**src/rtl/led_pattern_gen.sv**
```systemverilog
// Multi-channel LED pattern generator: blink/chase/bounce/count driven by a
// period/duty phase counter, with a shadow config applied only at period wrap.
module led_pattern_gen #(
  parameter int unsigned       CLK_FREQ   = 25_000_000,
  parameter int unsigned       NUM_LEDS   = 8,
  parameter int unsigned       CNT_W      = 32,
  parameter logic [CNT_W-1:0]  DEF_PERIOD = CNT_W'(CLK_FREQ),
  parameter logic [CNT_W-1:0]  DEF_DUTY   = CNT_W'(CLK_FREQ / 4)
) (
  input  logic                clk,
  input  logic                rst,
  input  logic                cfg_load,
  input  logic [1:0]          cfg_mode,
  input  logic [CNT_W-1:0]    cfg_period,
  input  logic [CNT_W-1:0]    cfg_duty,
  input  logic [NUM_LEDS-1:0] cfg_mask,
  output logic                cfg_pending,
  output logic                period_tick,
  output logic [NUM_LEDS-1:0] leds
);

  localparam int unsigned POS_W = (NUM_LEDS > 1) ? $clog2(NUM_LEDS) : 1;
  localparam logic [POS_W-1:0] POS_LAST = POS_W'(NUM_LEDS - 1);

  typedef enum logic [1:0] {
    MODE_BLINK  = 2'd0,
    MODE_CHASE  = 2'd1,
    MODE_BOUNCE = 2'd2,
    MODE_COUNT  = 2'd3
  } mode_e;

  mode_e               mode_r;
  logic [CNT_W-1:0]    period_r;
  logic [CNT_W-1:0]    duty_r;
  logic [NUM_LEDS-1:0] mask_r;

  mode_e               sh_mode_r;
  logic [CNT_W-1:0]    sh_period_r;
  logic [CNT_W-1:0]    sh_duty_r;
  logic [NUM_LEDS-1:0] sh_mask_r;

  logic [CNT_W-1:0]    cnt_r;
  logic [POS_W-1:0]    pos_r;
  logic                dir_up_r;
  logic [NUM_LEDS-1:0] count_r;

  logic [CNT_W-1:0]    eff_period_s;
  logic                wrap_s;
  logic                on_s;
  logic [NUM_LEDS-1:0] onehot_s;
  logic [NUM_LEDS-1:0] pattern_s;
  logic [POS_W-1:0]    pos_nxt_s;
  logic                dir_up_nxt_s;
  logic [NUM_LEDS-1:0] count_nxt_s;

  // Phase decode: a zero period behaves as a one-cycle period.
  always_comb begin
    eff_period_s = (period_r == {CNT_W{1'b0}}) ? {{(CNT_W-1){1'b0}}, 1'b1} : period_r;
    wrap_s       = (cnt_r == (eff_period_s - {{(CNT_W-1){1'b0}}, 1'b1}));
    on_s         = (cnt_r < duty_r);
    onehot_s     = {{(NUM_LEDS-1){1'b0}}, 1'b1} << pos_r;
  end

  // Unmasked LED pattern for the current state.
  always_comb begin
    pattern_s = {NUM_LEDS{1'b0}};
    case (mode_r)
      MODE_BLINK:  pattern_s = {NUM_LEDS{on_s}};
      MODE_CHASE,
      MODE_BOUNCE: pattern_s = on_s ? onehot_s : {NUM_LEDS{1'b0}};
      MODE_COUNT:  pattern_s = on_s ? count_r : {NUM_LEDS{1'b0}};
      default:     pattern_s = {NUM_LEDS{1'b0}};
    endcase
  end

  // Pattern state to take on a plain (non-reloading) wrap.
  always_comb begin
    pos_nxt_s    = pos_r;
    dir_up_nxt_s = dir_up_r;
    count_nxt_s  = count_r;
    case (mode_r)
      MODE_CHASE: begin
        if (pos_r == POS_LAST) begin
          pos_nxt_s = {POS_W{1'b0}};
        end else begin
          pos_nxt_s = pos_r + {{(POS_W-1){1'b0}}, 1'b1};
        end
      end
      MODE_BOUNCE: begin
        // Turn around on the endpoint itself so no endpoint is shown twice.
        if (dir_up_r) begin
          if (pos_r == POS_LAST) begin
            dir_up_nxt_s = 1'b0;
            pos_nxt_s    = pos_r - {{(POS_W-1){1'b0}}, 1'b1};
          end else begin
            pos_nxt_s    = pos_r + {{(POS_W-1){1'b0}}, 1'b1};
          end
        end else begin
          if (pos_r == {POS_W{1'b0}}) begin
            dir_up_nxt_s = 1'b1;
            pos_nxt_s    = pos_r + {{(POS_W-1){1'b0}}, 1'b1};
          end else begin
            pos_nxt_s    = pos_r - {{(POS_W-1){1'b0}}, 1'b1};
          end
        end
      end
      MODE_COUNT: count_nxt_s = count_r + {{(NUM_LEDS-1){1'b0}}, 1'b1};
      default: begin
        pos_nxt_s    = pos_r;
        dir_up_nxt_s = dir_up_r;
        count_nxt_s  = count_r;
      end
    endcase
  end

  // Counter, config shadow/apply, pattern state and registered outputs.
  always_ff @(posedge clk or posedge rst) begin
    if (rst) begin
      mode_r      <= MODE_BLINK;
      period_r    <= DEF_PERIOD;
      duty_r      <= DEF_DUTY;
      mask_r      <= {NUM_LEDS{1'b1}};
      sh_mode_r   <= MODE_BLINK;
      sh_period_r <= DEF_PERIOD;
      sh_duty_r   <= DEF_DUTY;
      sh_mask_r   <= {NUM_LEDS{1'b1}};
      cnt_r       <= {CNT_W{1'b0}};
      pos_r       <= {POS_W{1'b0}};
      dir_up_r    <= 1'b1;
      count_r     <= {NUM_LEDS{1'b0}};
      cfg_pending <= 1'b0;
      period_tick <= 1'b0;
      leds        <= {NUM_LEDS{1'b0}};
    end else begin
      period_tick <= wrap_s;
      leds        <= mask_r & pattern_s;

      if (wrap_s) begin
        cnt_r <= {CNT_W{1'b0}};
        if (cfg_pending) begin
          mode_r   <= sh_mode_r;
          period_r <= sh_period_r;
          duty_r   <= sh_duty_r;
          mask_r   <= sh_mask_r;
          if (sh_mode_r != mode_r) begin
            pos_r    <= {POS_W{1'b0}};
            dir_up_r <= 1'b1;
            count_r  <= {NUM_LEDS{1'b0}};
          end
        end else begin
          pos_r    <= pos_nxt_s;
          dir_up_r <= dir_up_nxt_s;
          count_r  <= count_nxt_s;
        end
      end else begin
        cnt_r <= cnt_r + {{(CNT_W-1){1'b0}}, 1'b1};
      end

      // A load coinciding with a wrap only refills the shadow.
      if (cfg_load) begin
        sh_mode_r   <= mode_e'(cfg_mode);
        sh_period_r <= cfg_period;
        sh_duty_r   <= cfg_duty;
        sh_mask_r   <= cfg_mask;
        cfg_pending <= 1'b1;
      end else if (wrap_s) begin
        cfg_pending <= 1'b0;
      end
    end
  end

endmodule
```
**config.mk**
```make
export PLATFORM = sky130hd
export DESIGN_NAME = led_pattern_gen
export DESIGN_NICKNAME = d
export VERILOG_FILES = /design/src/rtl/led_pattern_gen.sv
export SDC_FILE = /design/constraint.sdc
export NUM_CORES = 1
export LEC_CHECK = 0
export ABC_AREA = 1
export CORE_AREA = 2 2 122 243
export DETAILED_ROUTE_END_ITERATION = 7
export DIE_AREA = 0 0 124 245
export SLEW_MARGIN = 20
export SYNTH_ARGS = -nofsm -noshare
export SYNTH_HDL_FRONTEND = slang
export SYNTH_SLANG_ARGS = --single-unit
```
**constraint.sdc**
```tcl
create_clock -name clk -period 16.48 [get_ports clk]
set_clock_uncertainty 0.1 [all_clocks]
set_input_delay 2.472 -clock clk [delete_from_list [all_inputs] [get_ports clk]]
set_output_delay 2.472 -clock clk [all_outputs]
set_load 0.03 [all_outputs]
```
==> metrics.md, run 1 <==
| Metric | Value |
|---|---|
| FFs w/ async S/R, synth | `1.000` |
| CP arrival | `roughly 5.3 ns` |
| Prevailing post-synth register cell | `dfrtp_1` |
| Critical Setup Path Class | `flop to flop` |
| Final-report setup violation count | `0` |
| Synth Warn # | `0` |
| Yosys top cell by area | `dfrtp_1` |
| DRC viols | `0` |
| Setup bufs post-CTS | `0` |
| Slew Viols, Final | `0` |
| Worst-Skew Late Latency | `0.51 ns` |
| Max clock buf depth | `3` |
| Post-synthesis register bit count | `slightly above 200` |
| Post-CTS sizing | `0` |
| Post-Syn Area | `11300 um^2` |
| Cells after synthesis | `1462` |
| Final GP Congestion | `0.9485` |
| Top post-synthesis cells by area | `dfrtp_1, nand2_1, dfstp_2` |
| Rel. slew slack | `0.4455` |
| Final setup TNS | `0 ns` |
| Initial core utilization | `0.3946` |
| Hold Crit Start | `mask_r[0]` |
| Number of synthesized flops with an enable pin | `0` |
| Max cap viols | `0` |
| Initial antenna violation count | `0` |
| Lkg Pwr | `6.500 nW` |
| Crit end category | `flop` |
| DR iter-0 viols | `565` |
| Post-Syn Area per Cell | `7.726 um^2` |
| Status | `completed` |
| Syn nets | `about 1600` |
| Layout cell share with drive strength beyond 1 | `0.08664` |
| Sequential area share after synthesis | `0.4547` |
| Number of cells on the worst reg-to-reg path | `21` |
| Vias per Instance | `5.040` |
| HP Class | `flop to flop` |
| Crit path launch type | `flop` |
| Hold Vio Cnt, Final | `0` |
| Total gr overflow | `0` |
| Hpwl dp | `approximately 23000 um` |
| Core Box Area | `28630 um^2` |
| Die area | `30380 um^2` |
| H-Tree Level Count | `1` |
| Top-area cell type share of the netlist area | `0.3035` |
| Cell area power density | `91.85 nW/um^2` |
| DRT Wirelength | `30800 um` |
| Vias in the first global route | `9450` |
| Rows | `between 80 and 90` |
| RSZ-0062 raised after global routing | `no` |
| First-pass GRT wire length | `49490 um` |
| Slew @ Worst Pin | `0.8298 ns` |
| GRT Total Usage | `0.2068` |
| Ant diodes | `0` |
| Via count | `9550` |
| Worst r2r dst | `cnt_r[31]` |
| CTS clk-pin slew, worst paths | `0.06 ns` |
| Pre-antenna DRT Iters | `4` |
| WHS Endpoint | `mask_r[0]` |
| Critical path peak fanout | `83` |
| Routed Antenna Nets | `0` |
| Final period util | `0.3044` |
| Hold WS | `0.3609 ns` |
| Max IR drop VDD | `between 0.08 and 0.09 mV` |
| Largest net degree at the start of global routing | `152` |
| Hold Buf Count CTS | `0` |
| Peak Freq | `between 0.15 and 0.2 GHz` |
| Die H | `~250 um` |
| Detailed-route wire length per cell | `16.25 um` |
| Clock sinks | `202` |
| Root buf cell | `clkbuf_16` |
| Filler cells | `2953` |
| Worst Hold Path Cells | `2` |
| CTS tree | `done` |
| Final nets | `1643` |
| Min Tclk post-route | `~5 ns` |
| Launch point of the worst reg-to-reg path | `period_r[13]` |
| CTS Buf Count | `21` |
| # port buffers | `86` |
| Netlist cell types | `between 40 and 50` |
| Worst EP required | `between 15 and 20 ns` |
| I/O pin cnt | `87` |
| Die W | `124 um` |
| Area grow syn2layout | `15.78%` |
| R2r setup slk | `11.46 ns` |
kinds of logic (layout without fill, tap and decap cells):
family          after synthesis  in the layout  synth area share
simple gates                894            894            0.3416
flops                       202            202            0.4547
buf+inv                     186            259           0.06535
xor+xnor                     76             76           0.05893
compound gates               59             59           0.02957
fa+ha+maj                    45             45           0.04984
worst max-delay path by stage:
stage / from / end / slack (ns) / depth (start not counted)
final: period_r[13] / cnt_r[31] / 11.46 / 21
after global routing: period_r[24] / cnt_r[31] / 11.01 / 21
after CTS: period_r[12] / cnt_r[4] / 11.47 / 21
after detailed placement: period_r[12] / cnt_r[3] / 11.48 / 21
after global placement: period_r[12] / cnt_r[20] / 11.62 / 21
after floorplan: rst / cfg_pending / 8.50 / 1
layout make-up:
type | count | area (um^2) | share of cell area
clock buffers | 31 | 573.1 | 0.04382
multi-input cells | 1074 | 5426 | 0.4149
repair buffers | 93 | 908.4 | 0.06945
inverters | 129 | 496.7 | 0.03798
well taps | 360 | 450.4 | 0.03444
flip-flops and latches | 202 | 5137 | 0.3928
clock inverters | 6 | 86.33 | 0.006601
stage by stage:
stage / instances / total power [mW] / util / setup WS (ns) / area (um^2)
floorplan: 1462 / 0.6724 / - / 8.505 / 11300
global placement: 1858 / 0.7349 / 0.4337 / 11.62 / 12410
detailed placement: 1858 / 0.7376 / 0.4337 / 11.48 / 12410
CTS: 1895 / 1.219 / 0.4567 / 11.47 / 13070
global route: 1895 / 1.261 / 0.4569 / 11.01 / 13080
finish: 1895 / 1.201 / 0.4569 / 11.46 / 13080
synthesized netlist by cell type (2+ instances only):
cell / instances
inv_2: 5
o21bai_1: 2
o211ai_1: 3
o21ai_0: 26
nor2_2: 7
buf_1: 12
nand4_1: 115
dfstp_2: 65
nor2_4: 2
inv_1: 124
nand3_2: 2
nand3_1: 48
a21oi_1: 18
nor3_1: 19
o31ai_1: 2
nand3b_1: 2
clkbuf_1: 29
o21ai_1: 2
xnor2_1: 22
ha_1: 45
xor2_1: 54
or2_2: 5
nor2_1: 137
buf_4: 8
nand2_2: 3
dfrtp_1: 137
buf_2: 8
nor4_1: 3
nand2_1: 543
power breakdown:
part	total [mW]	internal, mW	switching, mW
logic	0.170	0.0630	0.107
clock network	0.473	0.273	0.200
registers	0.558	0.532	0.0266
placed cells by master, fill, tap and decap left out, drive strengths merged, types with 6 or more instances in the layout:
cell and instances:
a21oi 18, buf 8, clkbuf 31, clkdlybuf4s50 85, dfrtp 137, dfstp 65, ha 45, inv 128
nand2 546, nand3 50, nand4 116, nor2 147, nor3 20, o21ai 28, or2 6, xnor2 22
xor2 54
per-layer routing:
metal | wire, um | GRT usage | vias to the layer above
met5 | 0 | 0 | -
met4 | 1015 | 0.07072 | 0
met3 | 1011 | 0.02370 | 49
met2 | 15370 | 0.3528 | 174
met1 | 13410 | 0.2688 | 4532
li1 | - | - | 4795
worst max-delay path, cell delays in order, from the launching register on:
cell     delay [ns]
dfstp_2        0.57
nor2_1         0.09
nand2_2        0.12
nor2_1         0.06
nand2_1        0.09
nor2_2         0.05
nor2_4         0.21
ha_1           0.24
nand3_1        0.15
nor2_2         0.23
nand2_1        0.19
nor3_1         0.39
nand2_1        0.18
xor2_1         0.18
nand3_1        0.13
nor2_1         0.14
nand2_2        0.10
nor2_8         0.16
buf_4          0.66
nand2_1        0.18
inv_2          0.46
nor2_1         0.11
registers in the layout, summed over array words and instances (netlist names):
name / count
sh_mode_r: 2
period_r: 32
mode_r: 2
duty_r: 32
pos_r: 3
dir_up_r: 1
sh_duty_r: 32
cnt_r: 32
sh_period_r: 32
cfg_pending: 1
leds: 8
sh_mask_r: 8
period_tick: 1
mask_r: 8
count_r: 8
(Power assumes the default switching activity.)
==> run 2, diff against run 1 <==
Clock period 16.48 ns to 4.45 ns, I/O delays scaled along.
==> run 2 against run 1 <==
Core utilization increased by 0.68 points. Fmax increased by 24%. Non-clock buffer count increased by 11. Worst hold slack improved by 0.0019 ns. Sequential power increased to 3.7 times the previous value. Via count increased by 0.91%. Sequential share of layout area decreased by 0.58 points. Setup slack got worse by 11 ns. Power increased to 3.7 times the previous value. First-iteration DRC count increased by 0.18%. Final cell count increased by 0.74%. Global-route usage about the same. Critical path type unchanged.
==> metrics.md, run 2 (synthesis results as in run 1) <==
| Metric | Value |
|---|---|
| Initial core utilization | `0.3946 (unchanged)` |
| Peak Freq | `0.2468 GHz (+24%)` |
| Max clock buf depth | `3 (unchanged)` |
| Final GP Congestion | `0.9190 (-3.1%)` |
| Crit path top cell by count | `nor2_1` |
| CTS Buf Count | `22 (+4.8%)` |
| Slew @ Worst Pin | `0.9377 ns (+0.1079 ns)` |
| CP arrival | `4.40 ns (-0.88 ns)` |
| Hold Vio Cnt, Final | `0 (unchanged)` |
| Levels on crit path | `18 (-14%)` |
| Die area | `30380 um^2 (unchanged)` |
| Cell area power density | `338.8 nW/um^2 (+270%)` |
| Largest net degree at the start of global routing | `76 (-50%)` |
| HP Class | `flop to flop` |
| Max IR drop VDD | `0.2889 mV (+250%)` |
| Area grow syn2layout | `17.51%` |
| RSZ-0062 raised after global routing | `no` |
| Pre-antenna DRT Iters | `5 (+1)` |
| Worst EP required | `4.80 ns (-11.95 ns)` |
| DR iter-0 viols | `566 (+0.18%)` |
| First-pass GRT wire length | `50080 um (+1.2%)` |
| Most common cell after layout, fill and taps aside | `nand2_1` |
| Total gr overflow | `0 (unchanged)` |
| Slowest CP cell | `dfstp_2` |
| Lkg Pwr | `6.604 nW (+1.6%)` |
| Delay-heaviest family, CP | `simple AND/OR/NAND/NOR gates` |
| Worst Path Buf+Inv | `1 (-1)` |
| Crit path launch type | `flop` |
| GRT Total Usage | `0.2072 (+0.0004244)` |
| Rows | `88 (unchanged)` |
| Root buf cell | `clkbuf_16` |
| Vias per Instance | `5.048 (+0.17%)` |
| Clock sinks | `202 (unchanged)` |
| DRT Wirelength | `30240 um (-1.8%)` |
| Ant diodes | `0 (unchanged)` |
| Max cap viols | `0 (unchanged)` |
| I/O pin cnt | `87 (unchanged)` |
| Slowest stage delay, CP | `0.57 ns (-0.09 ns)` |
| Slew Viols, Final | `0 (unchanged)` |
| CTS clk-pin slew, worst paths | `0.07 ns (about the same)` |
| Min Tclk post-route | `4.052 ns (-0.9655 ns)` |
| Routed Antenna Nets | `0 (unchanged)` |
| # port buffers | `86 (unchanged)` |
| Critical path peak fanout | `32 (-61%)` |
| Die H | `245 um (unchanged)` |
| Critical Setup Path Class | `flop to flop` |
| CTS tree | `done` |
| Number of cells on the worst reg-to-reg path | `18 (-14%)` |
| Crit end category | `flop` |
| Core Box Area | `28630 um^2 (unchanged)` |
| CP cell instances | `nor2_1, nand2_2, nor2_1, nand2_1, nor2_2, nor2_4, ha_1, nand3_1, nor2_1, nand4_1, xor2_1, nand3_1, nor2_1, nand2_1, nor2_4, buf_4, nand4_1, nand2_1` |
| DRC viols | `0 (unchanged)` |
| Worst-Skew Late Latency | `0.53 ns (+0.02 ns)` |
| Via count | `9637 (+0.91%)` |
| Final setup TNS | `0 ns (unchanged)` |
| Setup bufs post-CTS | `0 (unchanged)` |
| Vias in the first global route | `9690 (+2.5%)` |
| H-Tree Level Count | `1 (unchanged)` |
| Most frequent cells in the layout | `nand2_1, nor2_1, dfrtp_1` |
| Final period util | `0.9105 (+0.6060)` |
| Final nets | `1655 (+0.73%)` |
| Hpwl dp | `22810 um (-0.37%)` |
| Finished Core Util | `0.4637 (+0.006818)` |
| Worst Hold Path Cells | `2 (unchanged)` |
| Rel. slew slack | `0.3736 (-0.07190)` |
| Status | `completed` |
| Layout cell share with drive strength beyond 1 | `0.09877 (+0.01213)` |
| Final-report setup violation count | `0 (unchanged)` |
| Die W | `124 um (unchanged)` |
| Detailed-route wire length per cell | `15.84 um (-2.5%)` |
| Initial antenna violation count | `0 (unchanged)` |
[run 2: changes by cell type in the layout (fill, tap and decap cells not counted), moves of 2 or more]
cell        previous run  this run
clkinvlp_4             1         3
buf_12                 0         6
inv_6                  0         3
clkinv_2               2         5
clkbuf_1               9         3
buf_4                  7        12
[run 2: path summary, 6_finish.rpt]
path / start / end / slack (ns)
worst max-delay path: period_r[13] / period_r[6] / 0.40
worst min-delay path: mask_r[5] / mask_r[5] / 0.36
worst max register to register: period_r[13] / period_r[6] / 0.40
worst min register to register: mask_r[5] / mask_r[5] / 0.36
max in group asynchronous: rst / duty_r[14] / 2.77
min in group asynchronous: rst / sh_duty_r[3] / 0.60
[run 2: final cells by class]
class / count / area, um^2
fillers: 2885 / 15350
multi-input cells: 1074 / 5431
flip-flops and latches: 202 / 5137
repair buffers: 104 / 1066
clock buffers: 26 / 575.6
inverters: 129 / 488.0
well taps: 360 / 450.4
clock inverters: 14 / 125.1
[run 2: stage by stage]
stage                     hold WS (ns)  power (mW)  setup WS (ns)  cells  area (um^2)
final                           0.3628       4.497         0.3985   1909        13270
after global routing            0.3813       4.734        0.04469   1909        13270
after CTS                       0.3641       4.560         0.3836   1909        13270
after detailed placement        0.3552       2.742         0.4101   1869        12570
after global placement          0.3490       2.728         0.4608   1869        12570
after floorplan                 0.3364       2.491          1.046   1462        11300
[run 2: what timing repair did]
action / in CTS / in global routing
hold buffers: 0 / 0
resized for setup: 0 / 1
endpoints found under the setup margin: 0 / 6
[run 2: tightest hold or removal path, delay by kind of cell (launching register included)]
kind | cells | cell delay (ns)
DFF | 1 | 0.37
and+or+nand+nor | 2 | 0.09
[run 2: per-layer routing]
layer,up-vias,share of wire,GRT usage
met1,4584,0.44,0.2769
met5,-,0,0
met3,46,0.034,0.02114
li1,4833,-,-
met2,174,0.50,0.3486
met4,0,0.028,0.06808
[run 2: power by group]
group / leakage, nW / internal, mW / switching, mW
Sequential: 2.48 / 1.97 / 0.0991
Combinational: 3.78 / 0.243 / 0.399
Clock: 0.342 / 1.00 / 0.786
==> run 3, diff against run 2 <==
Settings changed: ABC_CLOCK_PERIOD_IN_PS set to 4450.
==> results of run 3 <==
Final layout, timing and power as in run 2 (identical DEF).
